<file path="src/rtl/ppu_ctrl_csr.sv">
// rtl/ppu_ctrl_csr.sv - PPU frame-level control register file with atomic commit
// Purpose: Avalon-MM slave holding staging copies of the PPU scroll, enable and
//   background-colour controls. A CTRL commit publishes them onto ppu_* together.
//   Also provides commit-pending status, a frame counter and a frame interrupt.
// Ports:
//   clk, rst             clock, asynchronous active-high reset
//   sync                 one-cycle frame-boundary pulse
//   avs_address/write/writedata/read/readdata   register bus, read latency 1
//   ppu_bgscroll/fgscroll/enable/bgcolor        published control values
//   irq                  frame interrupt, level
module ppu_ctrl_csr #(
  parameter logic [2:0]  ENABLE_RST  = 3'b111,
  parameter logic [23:0] BGCOLOR_RST = 24'h000000,
  parameter int          FCNT_W      = 32
) (
  input  logic        clk,
  input  logic        rst,
  input  logic        sync,
  input  logic [2:0]  avs_address,
  input  logic        avs_write,
  input  logic [31:0] avs_writedata,
  input  logic        avs_read,
  output logic [31:0] avs_readdata,
  output logic [31:0] ppu_bgscroll,
  output logic [31:0] ppu_fgscroll,
  output logic [2:0]  ppu_enable,
  output logic [23:0] ppu_bgcolor,
  output logic        irq
);

  localparam logic [2:0] A_BGSCROLL = 3'd0, A_FGSCROLL = 3'd1, A_ENABLE = 3'd2,
                         A_BGCOLOR  = 3'd3, A_CTRL     = 3'd4, A_FCOUNT = 3'd5,
                         A_IRQSTAT  = 3'd6, A_IRQEN    = 3'd7;

  logic [31:0]       stg_bgscroll_q, stg_bgscroll_d;
  logic [31:0]       stg_fgscroll_q, stg_fgscroll_d;
  logic [2:0]        stg_enable_q,   stg_enable_d;
  logic [23:0]       stg_bgcolor_q,  stg_bgcolor_d;
  logic [31:0]       pub_bgscroll_q, pub_bgscroll_d;
  logic [31:0]       pub_fgscroll_q, pub_fgscroll_d;
  logic [2:0]        pub_enable_q,   pub_enable_d;
  logic [23:0]       pub_bgcolor_q,  pub_bgcolor_d;
  logic              pending_q,      pending_d;
  logic [FCNT_W-1:0] fcount_q,       fcount_d;
  logic              irqstat_q,      irqstat_d;
  logic              irqen_q,        irqen_d;
  logic [31:0]       readdata_q,     readdata_d;

  logic        commit;
  logic [31:0] rd_mux;
  logic [31:0] fcount_ext;

  assign commit     = avs_write && (avs_address == A_CTRL) && avs_writedata[0];
  assign fcount_ext = 32'(fcount_q);

  // Read mux sees only registered state, so a simultaneous write returns the old value.
  always_comb begin
    rd_mux = 32'd0;
    case (avs_address)
      A_BGSCROLL: rd_mux = stg_bgscroll_q;
      A_FGSCROLL: rd_mux = stg_fgscroll_q;
      A_ENABLE:   rd_mux = {29'd0, stg_enable_q};
      A_BGCOLOR:  rd_mux = {8'd0, stg_bgcolor_q};
      A_CTRL:     rd_mux = {31'd0, pending_q};
      A_FCOUNT:   rd_mux = fcount_ext;
      A_IRQSTAT:  rd_mux = {31'd0, irqstat_q};
      A_IRQEN:    rd_mux = {31'd0, irqen_q};
      default:    rd_mux = 32'd0;
    endcase
  end

  always_comb begin
    stg_bgscroll_d = stg_bgscroll_q;
    stg_fgscroll_d = stg_fgscroll_q;
    stg_enable_d   = stg_enable_q;
    stg_bgcolor_d  = stg_bgcolor_q;
    irqen_d        = irqen_q;
    if (avs_write) begin
      case (avs_address)
        A_BGSCROLL: stg_bgscroll_d = avs_writedata;
        A_FGSCROLL: stg_fgscroll_d = avs_writedata;
        A_ENABLE:   stg_enable_d   = avs_writedata[2:0];
        A_BGCOLOR:  stg_bgcolor_d  = avs_writedata[23:0];
        A_IRQEN:    irqen_d        = avs_writedata[0];
        default:    ;
      endcase
    end

    // Commit copies the pre-edge staging values; a same-cycle staging write
    // targets another address, so there is nothing to forward.
    pub_bgscroll_d = commit ? stg_bgscroll_q : pub_bgscroll_q;
    pub_fgscroll_d = commit ? stg_fgscroll_q : pub_fgscroll_q;
    pub_enable_d   = commit ? stg_enable_q   : pub_enable_q;
    pub_bgcolor_d  = commit ? stg_bgcolor_q  : pub_bgcolor_q;

    // A commit coinciding with sync was missed downstream, so pending survives.
    if (commit)    pending_d = 1'b1;
    else if (sync) pending_d = 1'b0;
    else           pending_d = pending_q;

    fcount_d = sync ? fcount_q + FCNT_W'(1) : fcount_q;

    // Set has priority over write-1-to-clear.
    if (sync)
      irqstat_d = 1'b1;
    else if (avs_write && (avs_address == A_IRQSTAT) && avs_writedata[0])
      irqstat_d = 1'b0;
    else
      irqstat_d = irqstat_q;

    readdata_d = avs_read ? rd_mux : readdata_q;
  end

  always_ff @(posedge clk or posedge rst) begin
    if (rst) begin
      stg_bgscroll_q <= 32'd0;
      stg_fgscroll_q <= 32'd0;
      stg_enable_q   <= ENABLE_RST;
      stg_bgcolor_q  <= BGCOLOR_RST;
      pub_bgscroll_q <= 32'd0;
      pub_fgscroll_q <= 32'd0;
      pub_enable_q   <= ENABLE_RST;
      pub_bgcolor_q  <= BGCOLOR_RST;
      pending_q      <= 1'b0;
      fcount_q       <= '0;
      irqstat_q      <= 1'b0;
      irqen_q        <= 1'b0;
      readdata_q     <= 32'd0;
    end else begin
      stg_bgscroll_q <= stg_bgscroll_d;
      stg_fgscroll_q <= stg_fgscroll_d;
      stg_enable_q   <= stg_enable_d;
      stg_bgcolor_q  <= stg_bgcolor_d;
      pub_bgscroll_q <= pub_bgscroll_d;
      pub_fgscroll_q <= pub_fgscroll_d;
      pub_enable_q   <= pub_enable_d;
      pub_bgcolor_q  <= pub_bgcolor_d;
      pending_q      <= pending_d;
      fcount_q       <= fcount_d;
      irqstat_q      <= irqstat_d;
      irqen_q        <= irqen_d;
      readdata_q     <= readdata_d;
    end
  end

  assign avs_readdata = readdata_q;
  assign ppu_bgscroll = pub_bgscroll_q;
  assign ppu_fgscroll = pub_fgscroll_q;
  assign ppu_enable   = pub_enable_q;
  assign ppu_bgcolor  = pub_bgcolor_q;
  assign irq          = irqstat_q & irqen_q;

endmodule

</file>
<file path="config.mk">
export PLATFORM = sky130hd
export DESIGN_NAME = ppu_ctrl_csr
export DESIGN_NICKNAME = d
export VERILOG_FILES = /design/src/rtl/ppu_ctrl_csr.sv
export SDC_FILE = /design/constraint.sdc
export NUM_CORES = 1
export LEC_CHECK = 0
export BUFFER_PORTS_ARGS = -buffer_cell sky130_fd_sc_hd__buf_2
export CELL_PAD_IN_SITES_DETAIL_PLACEMENT = 0
export CELL_PAD_IN_SITES_GLOBAL_PLACEMENT = 1
export CORE_ASPECT_RATIO = 1.25
export CORE_MARGIN = 2
export CORE_UTILIZATION = 43
export CTS_BUF_LIST = sky130_fd_sc_hd__clkbuf_4 sky130_fd_sc_hd__clkbuf_8
export CTS_CLUSTER_SIZE = 20
export DETAILED_ROUTE_END_ITERATION = 6
export PLACE_DENSITY = 0.77
export SLEW_MARGIN = 20
export SYNTH_ARGS = -nofsm -noshare
export SYNTH_HDL_FRONTEND = slang
export SYNTH_SLANG_ARGS = --single-unit
</file>
<file path="constraint.sdc">
create_clock -name clk -period 7.77 [get_ports clk]
set_input_delay 1.1655 -clock clk [delete_from_list [all_inputs] [get_ports clk]]
set_output_delay 1.1655 -clock clk [all_outputs]
set_load 0.05 [all_outputs]
</file>
==> results_dict.tcl, run 1 <==
set metrics [dict create \
    postCtsSetupRepairBufs 0 \
    grt.total_usage 0.181 \
    area_growth_pct 19.2 \
    fin_skew_ns 0.0145 \
    power_switching_mw 1.56 \
    grt_overflow 0 \
    power.internal_mw 2.66 \
    drv_cap 0 \
    synth_seq_cells 249 \
    powerDensity_nw_per_um2 342 \
    ir_drop_mv 0.167 \
    num_vias 6604 \
    finalInstanceArea_sq_um 12400 \
    p_clk_frac 0.279 \
    slew_violations 0 \
    ys_warn_count 0 \
    io_buffers 163 \
    cp_top_family "simple AND/OR/NAND/NOR gates" \
    fin_tns_setup_ns 0 \
    grt_pass1_wl_um 36500 \
    status "finished clean" \
    cpPeakStageDelay_ns 0.93 \
    cts-root-buf "clkbuf_8" \
    critical_path_buf_inv_count 2 \
    hold_viol_final 0 \
    synth-seq-area-share 0.600 \
    cts_buffers 40 \
    wl_per_cell_um 17.5 \
    die-width_um 143 \
    cts.clk_slew.worst_paths_ns 0.06 \
    synth-simple-area-share 0.0545 \
    relSlewSlack 0.354 \
    synth.distinct_cells 45 \
    cts_tree "done" \
    finalWirelength_um 22500 \
    holdCritPathClass "reg -> reg" \
    synth_xor_area_frac 0.0261 \
    clock_latency_ns 0.53 \
    cts_buffer_depth 3 \
    final_antenna_net_count 0 \
    seqPwrFrac 0.425 \
    ios 164 \
    synthFlopType "dfrtp_1" \
    synth-async-reset-ratio 1.00 \
    initial_core_util 0.438 \
    synth_mux_area_frac 0.232 \
    timing.final.crit_share 0.440 \
    critPathKind "in -> reg" \
    worst_ep_arrival_time_ns 3.82 \
    p_leak_nw 5.77 \
    synthesis.nets 794 \
    setup_viol 0 \
    drive_gt1_frac 0.471 \
    n_fill_cell 2073 \
    tightest_slew_ns 0.961 \
    die-area_sq_um 25400 \
    n_antenna_cell 0 \
    cp_slowest_cell "and2_2" \
    dp.final_hpwl_um 14300 \
    fin_crit_ns 3.42 \
    pre_cts_ws_ns 3.73 \
    drcViolationCount 0 \
    worstPathRequired_ns 8.17 \
    die_y_um 178 \
    coreArea_sq_um 23700 \
    swShare 0.370 \
    htree_levels 2 \
    critPathLaunchType "input port" \
    antenna_found_initial 0 \
    syn_area_sq_um 10400 \
    grt_pass1_vias 6685 \
    synthCells 753 \
    p_total_mw 4.23 \
    cts_hold_buf 0 \
    grt_max_degree 143 \
    cts_repair_resize_count 0 \
    clkSinkCount 249 \
    worstPathMaxFanout 38 \
    pwr-share-comb 0.296 \
    syn_area_per_cell_sq_um 13.8 \
    synth-compound-area-share 0.0612 \
    core.rowCount 63 \
    post_dp_cell_area_sq_um 11500 \
    synth_edf_count 0 \
    max_freq_mhz 293 \
    fin_cells 1280 \
    timing.final.ws_setup_ns 4.35 \
    routed_via_density 5.16 \
    placed_cells 1206 \
    nets 964 \
    gp_congestion 0.710 \
    synth_adder_area_share 0.00120 \
    cp-end-kind "flip-flop" \
    path_cells "buf_2, buf_4, nor3_4, and2_2, mux2_2" \
    dr.pass1.iters 4 \
    drtIter0Drc 394 \
    rsz0062_at_grt "false" \
    synth_top_family_by_area "multiplexers" \
]
## sequential cells by signal, indices dropped and copies added (netlist names)
register and count:
stg_bgcolor_q 24, ppu_bgscroll 32, irqstat_q 1, ppu_fgscroll 32
fcount_ext 32, ppu_enable 3, stg_bgscroll_q 32, pending_q 1
irqen_q 1, stg_fgscroll_q 32, avs_readdata 32, ppu_bgcolor 24
stg_enable_q 3
## final timing paths
kind,start,to,slack [ns],cells after the start
setup / recovery,avs_address[1],stg_bgscroll_q[16]$_DFFE_PP0P_,4.35,5
hold / removal,fcount_ext[31]$_DFFE_PP0P_,fcount_ext[31]$_DFFE_PP0P_,0.49,1
setup reg to reg,fcount_ext[2]$_DFFE_PP0P_,fcount_ext[25]$_DFFE_PP0P_,5.69,4
hold reg to reg,fcount_ext[31]$_DFFE_PP0P_,fcount_ext[31]$_DFFE_PP0P_,0.49,1
max in group asynchronous,rst,ppu_fgscroll[13]$_DFFE_PP0P_,5.65,4
min in group asynchronous,rst,ppu_fgscroll[7]$_DFFE_PP0P_,0.87,3
## metal layers
| layer | wire (um) | vias to the layer above | track usage |
|---|---|---|---|
| met3 | 1050 | 38 | 0.0380 |
| met4 | 457 | 0 | 0.0549 |
| met2 | 10800 | 148 | 0.292 |
| li1 | - | 3062 | - |
| met5 | 0 | - | 0 |
| met1 | 10100 | 3356 | 0.247 |
## logic make-up (layout without fill, tap and decap cells)
logic type / count (synthesis) / count (layout)
flops: 249 / 249
mux: 215 / 215
simple gates: 103 / 103
compound gates: 93 / 93
buf+inv: 61 / 263
xor+xnor: 31 / 31
fa+ha+maj: 1 / 1
## placed cells by master (no fill, tap or decap), types with 3 or more instances in the layout
cell | Yosys | layout
dfrtp_1 | 243 | 243
mux2_2 | 181 | 181
buf_2 | 26 | 163
clkbuf_8 | 0 | 50
nor2_1 | 38 | 38
a21oi_1 | 32 | 32
mux2i_1 | 30 | 30
xnor2_1 | 25 | 25
o2bb2ai_1 | 22 | 22
a22oi_1 | 21 | 21
clkbuf_4 | 0 | 21
inv_1 | 16 | 15
nand2_1 | 14 | 14
nand3_1 | 12 | 12
nand4_1 | 12 | 12
o22ai_1 | 10 | 10
buf_4 | 0 | 9
xor2_1 | 6 | 6
dfstp_2 | 6 | 6
and3_1 | 6 | 5
clkinvlp_4 | 0 | 3
## synth_stat cells, drive strengths merged (2+ instances only)
| master | n | area [sq um] |
|---|---|---|
| and3 | 6 | 37.5 |
| o21ai | 2 | 10.0 |
| nand4 | 14 | 109 |
| nand2 | 14 | 52.6 |
| xnor2 | 25 | 219 |
| a21oi | 32 | 160 |
| xor2 | 6 | 52.6 |
| mux4 | 2 | 45.0 |
| a32oi | 2 | 17.5 |
| dfrtp | 243 | 6080 |
| clkbuf | 16 | 60.1 |
| buf | 29 | 141 |
| inv | 16 | 60.1 |
| and2 | 3 | 18.8 |
| nand3 | 13 | 70.1 |
| mux2 | 183 | 2060 |
| nor2 | 39 | 149 |
| o22ai | 10 | 62.6 |
| mux2i | 30 | 300 |
| nor4 | 5 | 58.8 |
| a22oi | 21 | 158 |
| nor3 | 2 | 15.0 |
| o2bb2ai | 22 | 193 |
| dfstp | 6 | 158 |
## power groups by stage
stage | clock (mW) | sequential [mW] | combinational [mW]
floorplan | 0 | 2.38 | 0.381
finish | 1.18 | 1.80 | 1.25
CTS | 1.22 | 1.80 | 1.27
global route | 1.27 | 1.84 | 1.33
detailed placement | 0 | 1.82 | 1.26
global placement | 0 | 1.82 | 1.25
## cell type report
cell class                 count  area (sq um)  share of cell area
clock buffer                  71           846              0.0683
clock inverter                 3          20.0             0.00162
inverter                      16          63.8             0.00515
multi-input combinational    443          3910               0.315
sequential                   249          6240               0.504
tap                          325           407              0.0328
timing repair buffer         173           903              0.0729
## worst reg2reg max path: stages, from the launching register on
cell and delay (ns):
dfrtp_1 0.45, nand4_2 0.24, nor4_1 0.88, nand4_1 0.21
xnor2_1 0.17
## per-stage QoR
step,hold slack [ns],util
floorplan,0.446,-
global placement,0.475,0.485
detailed placement,0.476,0.485
CTS,0.488,0.522
global route,0.513,0.522
finish,0.488,0.522
Note: power is estimated with default switching activity, not from simulation.
==> run 2, diff against run 1 <==
Settings changed: ABC_AREA from default to 1, CORE_UTILIZATION 43 to 45, PLACE_DENSITY 0.77 to 0.82.
Clock period 7.77 ns to 3.5 ns, I/O delays scaled along.
==> run 2 against run 1 <==
- clock power increased by 110%
- register-to-register slack got worse by 3.9 ns
- via count increased by 26%
- combinational power up 91%
- critical path depth shrank 4
- worst hold slack got worse by 0.23 ns
- sequential share of layout area is 0.73 points lower
- synthesized area rose by 3.0%
- die area is 1.6% lower
- synthesized cell count up 57%
- non-clock buffer count is 5 higher
- sequential cell count did not move
==> results_dict.tcl, run 2 <==
set metrics [dict create \
    timing.final.crit_share 0.526 \
    status "finished clean" \
    grt_overflow 0 \
    worst-path-stages 1 \
    drv_cap 0 \
    clock_latency_ns 0.54 \
    hold_end "stg_fgscroll_q[24]$_DFFE_PP0P_" \
    powerDensity_nw_per_um2 696 \
    n_fill_cell 2188 \
    layout_common_cells "268 x nand2_1, 243 x dfrtp_1, 163 x buf_2" \
    grt_max_degree 118 \
    holdCritPathClass "in -> reg" \
    cp_top_family "flip-flops" \
    grt_pass1_wl_um 44700 \
    pre_cts_ws_ns 1.32 \
    r2r-start "fcount_ext[0]$_DFFE_PP0P_" \
    synth_seq_cells 249 \
    path_cells "buf_2" \
    cts_tree "done" \
    synth_commonest_cells "268 x nand2_1, 243 x dfrtp_1, 148 x inv_1, 139 x o21ai_0, 116 x nor2_1" \
    synth_edf_count 0 \
    initial_core_util 0.454 \
    finalWirelength_um 28100 \
    rsz0062_at_grt "false" \
    fin_crit_ns 1.84 \
    dr.pass1.iters 6 \
    final_antenna_net_count 0 \
    gp_congestion 0.871 \
    synthCells 1182 \
    post_dp_cell_area_sq_um 11700 \
    power_switching_mw 3.27 \
    worst_ep_arrival_time_ns 1.31 \
    critical_path_buf_inv_count 1 \
    drtIter0Drc 468 \
    swShare 0.373 \
    core.rowCount 63 \
    die_y_um 176 \
    fin_skew_ns 0.0289 \
    yosysMostFrequentCell "nand2_1" \
    ios 164 \
    htree_levels 2 \
    synth.distinct_cells 33 \
    cp_slowest_cell "dfstp_2" \
    relSlewSlack 0.558 \
    setup_viol 0 \
    die-area_sq_um 25000 \
    final_common_cell "nand2_1" \
    wl_per_cell_um 16.9 \
    finalInstanceArea_sq_um 12600 \
    seqCellArea_sq_um 6240 \
    min_from "avs_writedata[24]" \
    routed_via_density 5.00 \
    antenna_found_initial 0 \
    p_clk_frac 0.290 \
    multiInputGateArea_sq_um 3600 \
    reg2reg_slack_ns 1.79 \
    p_leak_nw 6.52 \
    cts-root-buf "clkbuf_8" \
    grt_pass1_vias 8292 \
    fin_tns_setup_ns 0 \
    slew_violations 0 \
    ys_warn_count 0 \
    p_total_mw 8.74 \
    synth-seq-area-share 0.583 \
    grt.total_usage 0.229 \
    postCtsSetupRepairBufs 0 \
    synthesis.nets 1223 \
    ir_drop_mv 0.381 \
    syn_area_sq_um 10700 \
    synth_area_leaders "dfrtp_1 57%, nand2_1 9.4%, o21ai_0 6.5%" \
    area_growth_pct 17.4 \
    cts.clk_slew.worst_paths_ns 0.06 \
    nets 1390 \
    n_antenna_cell 0 \
    drcViolationCount 0 \
    pwr-share-comb 0.273 \
    hold_viol_final 0 \
    drive_gt1_frac 0.215 \
    die-width_um 142 \
    worstHoldPathCells 3 \
    io_buffers 163 \
    cpPeakStageDelay_ns 0.53 \
    cts_buffer_depth 3 \
    cp-end-kind "output port" \
    worstPathRequired_ns 2.97 \
    yosys.area.top_type_share 0.568 \
    cts_buffers 41 \
    reg2reg_to "fcount_ext[20]$_DFFE_PP0P_" \
    coreArea_sq_um 23600 \
    synthFlopType "dfrtp_1" \
    critPathLaunchType "flip-flop" \
    dp.final_hpwl_um 19800 \
    clkSinkCount 249 \
    synth-async-reset-ratio 1.00 \
    critPathKind "reg -> out" \
    max_freq_mhz 543 \
    r2r_cells 8 \
    num_vias 8324 \
    tightest_slew_ns 0.663 \
    seqPwrFrac 0.437 \
    timing.final.ws_setup_ns 1.66 \
    yosys.area.top_type "dfrtp_1" \
    syn_area_per_cell_sq_um 9.05 \
    power.internal_mw 5.48 \
    worstPathMaxFanout 2 \
]
[run 2: cells by family after synthesis]
group,after synthesis,synth area share
compound gates,238,0.116
xor+xnor,18,0.0147
fa+ha+maj,1,0.00117
buf+inv,206,0.0803
flops,249,0.583
mux,28,0.0358
simple gates,442,0.168
[run 2: worst max path at each step]
stage	start	endpoint
detailed placement	avs_address[2]	stg_bgcolor_q[14]$_DFFE_PP0P_
finish	ppu_enable[0]$_DFFE_PP1P_	ppu_enable[0]
floorplan	rst	avs_readdata[0]$_DFFE_PP0P_
CTS	ppu_enable[0]$_DFFE_PP1P_	ppu_enable[0]
global placement	avs_address[1]	avs_readdata[7]$_DFFE_PP0P_
global route	fcount_ext[0]$_DFFE_PP0P_	fcount_ext[28]$_DFFE_PP0P_
[run 2: power groups by stage]
stage,registers [mW],logic (mW),clock network [mW]
after floorplan,4.85,0.757,0
after global placement,3.87,2.38,0
after detailed placement,3.87,2.41,0
after CTS,3.83,2.42,2.61
after global routing,3.89,2.59,2.73
final,3.82,2.39,2.53
[run 2: area by class of cell]
cell class | instances | area share
clock buffer | 64 | 0.0631
clock inverter | 4 | 0.00189
inverter | 152 | 0.0457
multi-input combinational | 727 | 0.287
sequential | 249 | 0.496
tap | 292 | 0.0291
timing repair buffer | 178 | 0.0771
[run 2: what timing repair did]
| action | in CTS | in global routing |
|---|---|---|
| endpoints found under the hold margin | 8 | 0 |
| hold buffers | 1 | 0 |
| resized for setup | 0 | 0 |
[run 2: per-stage QoR]
| stage | utilization | hold slack [ns] | std cells |
|---|---|---|---|
| after floorplan | - | 0.442 | 1182 |
| after global placement | 0.498 | 0.455 | 1597 |
| after detailed placement | 0.498 | 0.467 | 1597 |
| after CTS | 0.533 | 0.232 | 1666 |
| after global routing | 0.533 | 0.253 | 1666 |
| final | 0.533 | 0.260 | 1666 |
[run 2: layer usage]
metal	global-route usage	wire [um]
met1	0.296	12400
met2	0.388	13800
met3	0.0396	1070
met4	0.0883	886
met5	0	0
[run 2: worst reg2reg max path, cell delays in order (launching register included)]
cell,delay [ns]
dfrtp_1,0.45
ha_1,0.22
nand3_1,0.10
nor2_2,0.18
nand3_1,0.21
nor2_2,0.24
nand2_1,0.08
nand2_1,0.06
nand2_1,0.06
==> run 3, diff against run 2 <==
Settings changed: CORE_UTILIZATION 45 to 40, PLACE_DENSITY 0.82 to 0.77.
Clock period 3.5 ns to 1.59 ns, I/O delays scaled along.
==> run 3 against run 2 <==
- first-iteration DRC count decreased by 3.4%
- clock power increased by 140%
- sequential power increased by 120%
- sequential cell count unchanged
- clock skew decreased by 0.013 ns
- worst setup slack got worse by 1.6 ns
- global-route usage decreased by 1.8 points
- combinational power increased by 130%
- count of clock-buffer cells in the layout increased by 1
- register-to-register slack got worse by 1.7 ns
- final cell count increased by 6.7%
==> results_dict.tcl, run 3 (synthesized netlist as in run 2, its figures left out) <==
set metrics [dict create \
    dp.final_hpwl_um 20900 \
    fin_cells 1778 \
    nets 1450 \
    final_common_cell "nand2_1" \
    timing.final.crit_share 0.975 \
    grt_pass1_wl_um 46400 \
    clock_latency_ns 0.55 \
    area_growth_pct 24.6 \
    ios 164 \
    placed_cells 1684 \
    wl_met3_um 1350 \
    status "finished clean" \
    postCtsSetupRepairBufs 0 \
    critical_path_buf_inv_count 1 \
    final_antenna_net_count 0 \
    ir_drop_mv 0.666 \
    hold_end "stg_fgscroll_q[19]$_DFFE_PP0P_" \
    p_total_mw 19.9 \
    critPathLaunchType "flip-flop" \
    cp_top_family "flip-flops" \
    num_vias 8623 \
    routed_via_density 4.85 \
    reg2reg_to "fcount_ext[24]$_DFFE_PP0P_" \
    coreArea_sq_um 26200 \
    slew_violations 0 \
    routed-wl-met2_um 14800 \
    post_dp_cell_area_sq_um 12200 \
    met1Wirelength_um 12400 \
    fin_skew_ns 0.0155 \
    drive_gt1_frac 0.241 \
    relSlewSlack 0.685 \
    cts-root-buf "clkbuf_8" \
    gp_congestion 0.869 \
    die-width_um 150 \
    initial_core_util 0.409 \
    cts_buffers 41 \
    wl_per_cell_um 16.5 \
    finalInstanceArea_sq_um 13300 \
    die-area_sq_um 28100 \
    die_y_um 187 \
    r2r_cells 7 \
    routed.top_layer "met4" \
    core.rowCount 66 \
    grt.total_usage 0.211 \
    worst_ep_arrival_time_ns 1.31 \
    r2r-start "fcount_ext[0]$_DFFE_PP0P_" \
    clkSinkCount 249 \
    finalWirelength_um 29300 \
    worstHoldPathCells 3 \
    htree_levels 2 \
    grt_pass1_vias 8389 \
    cp-end-kind "output port" \
    grt_max_degree 90 \
    max_freq_mhz 645 \
    holdCritPathClass "in -> reg" \
    min_from "avs_writedata[19]" \
    worstPathMaxFanout 2 \
    cp_slowest_cell "dfstp_2" \
    n_antenna_cell 0 \
    cts.clk_slew.worst_paths_ns 0.06 \
    drcViolationCount 0 \
    p_leak_nw 6.86 \
    io_buffers 163 \
    worstPathRequired_ns 1.35 \
    fin_crit_ns 1.55 \
    setup_viol 0 \
    cts_buffer_depth 3 \
    powerDensity_nw_per_um2 1490 \
    drv_cap 0 \
    layout_common_cells "268 x nand2_1, 243 x dfrtp_1, 161 x buf_2" \
    antenna_found_initial 0 \
    tightest_slew_ns 0.473 \
    drtIter0Drc 452 \
    timing.critical_path.from "ppu_enable[0]$_DFFE_PP1P_" \
    critPathKind "reg -> out" \
    grt_overflow 0 \
    cts_tree "done" \
    fin_tns_setup_ns 0 \
    reg2reg_slack_ns 0.13 \
    cpPeakStageDelay_ns 0.53 \
    dr.pass1.iters 5 \
    n_fill_cell 2472 \
    hold_viol_final 0 \
    path_cells "buf_2" \
]
[run 3: how the worst max path moves through the flow]
| stage | end | cells past startpoint |
|---|---|---|
| finish | ppu_enable[0] | 1 |
| global route | fcount_ext[30]$_DFFE_PP0P_ | 8 |
| CTS | ppu_enable[2] | 1 |
| detailed placement | ppu_fgscroll[17]$_DFFE_PP0P_ | 5 |
| global placement | ppu_fgscroll[17]$_DFFE_PP0P_ | 5 |
| floorplan | avs_readdata[0]$_DFFE_PP0P_ | 1 |
[run 3: layout make-up]
type	count	area, sq um	share of cell area
tap	340	425	0.0319
multi-input combinational	727	3640	0.273
clock buffer	65	820	0.0615
sequential	249	6240	0.468
timing repair buffer	238	1560	0.117
clock inverter	7	68.8	0.00516
inverter	152	574	0.0431
[run 3: timing repair]
action,in CTS,in global routing
endpoints found under the hold margin,152,0
resized for setup,0,13
setup endpoints to repair,0,18
hold buffers,22,0
[run 3: tightest hold or removal path: cells and delay by family]
kind	cells	cell delay (ns)
AO/OA/AOI/OAI	1	0.07
buffers and inverters	2	0.20
[run 3: power breakdown]
group / switching, mW / internal (mW) / total (mW)
combinational: 4.02 / 1.53 / 5.55
clock: 2.54 / 3.43 / 5.97
sequential: 0.832 / 7.57 / 8.41
[run 3: stage by stage]
step	setup slack, ns	hold slack, ns	util
after global routing	-0.0106	0.0237	0.509
after detailed placement	0.0202	0.183	0.465
after global placement	0.0391	0.184	0.465
after CTS	0.00276	0.00268	0.508
final	0.0395	0.0162	0.509
after floorplan	-1.92	0.387	-
[run 3: routing by layer]
| layer | track usage | vias up |
|---|---|---|
| li1 | - | 4233 |
| met3 | 0.0376 | 47 |
| met1 | 0.270 | 4146 |
| met4 | 0.0671 | 0 |
| met5 | 0 | - |
| met2 | 0.362 | 197 |
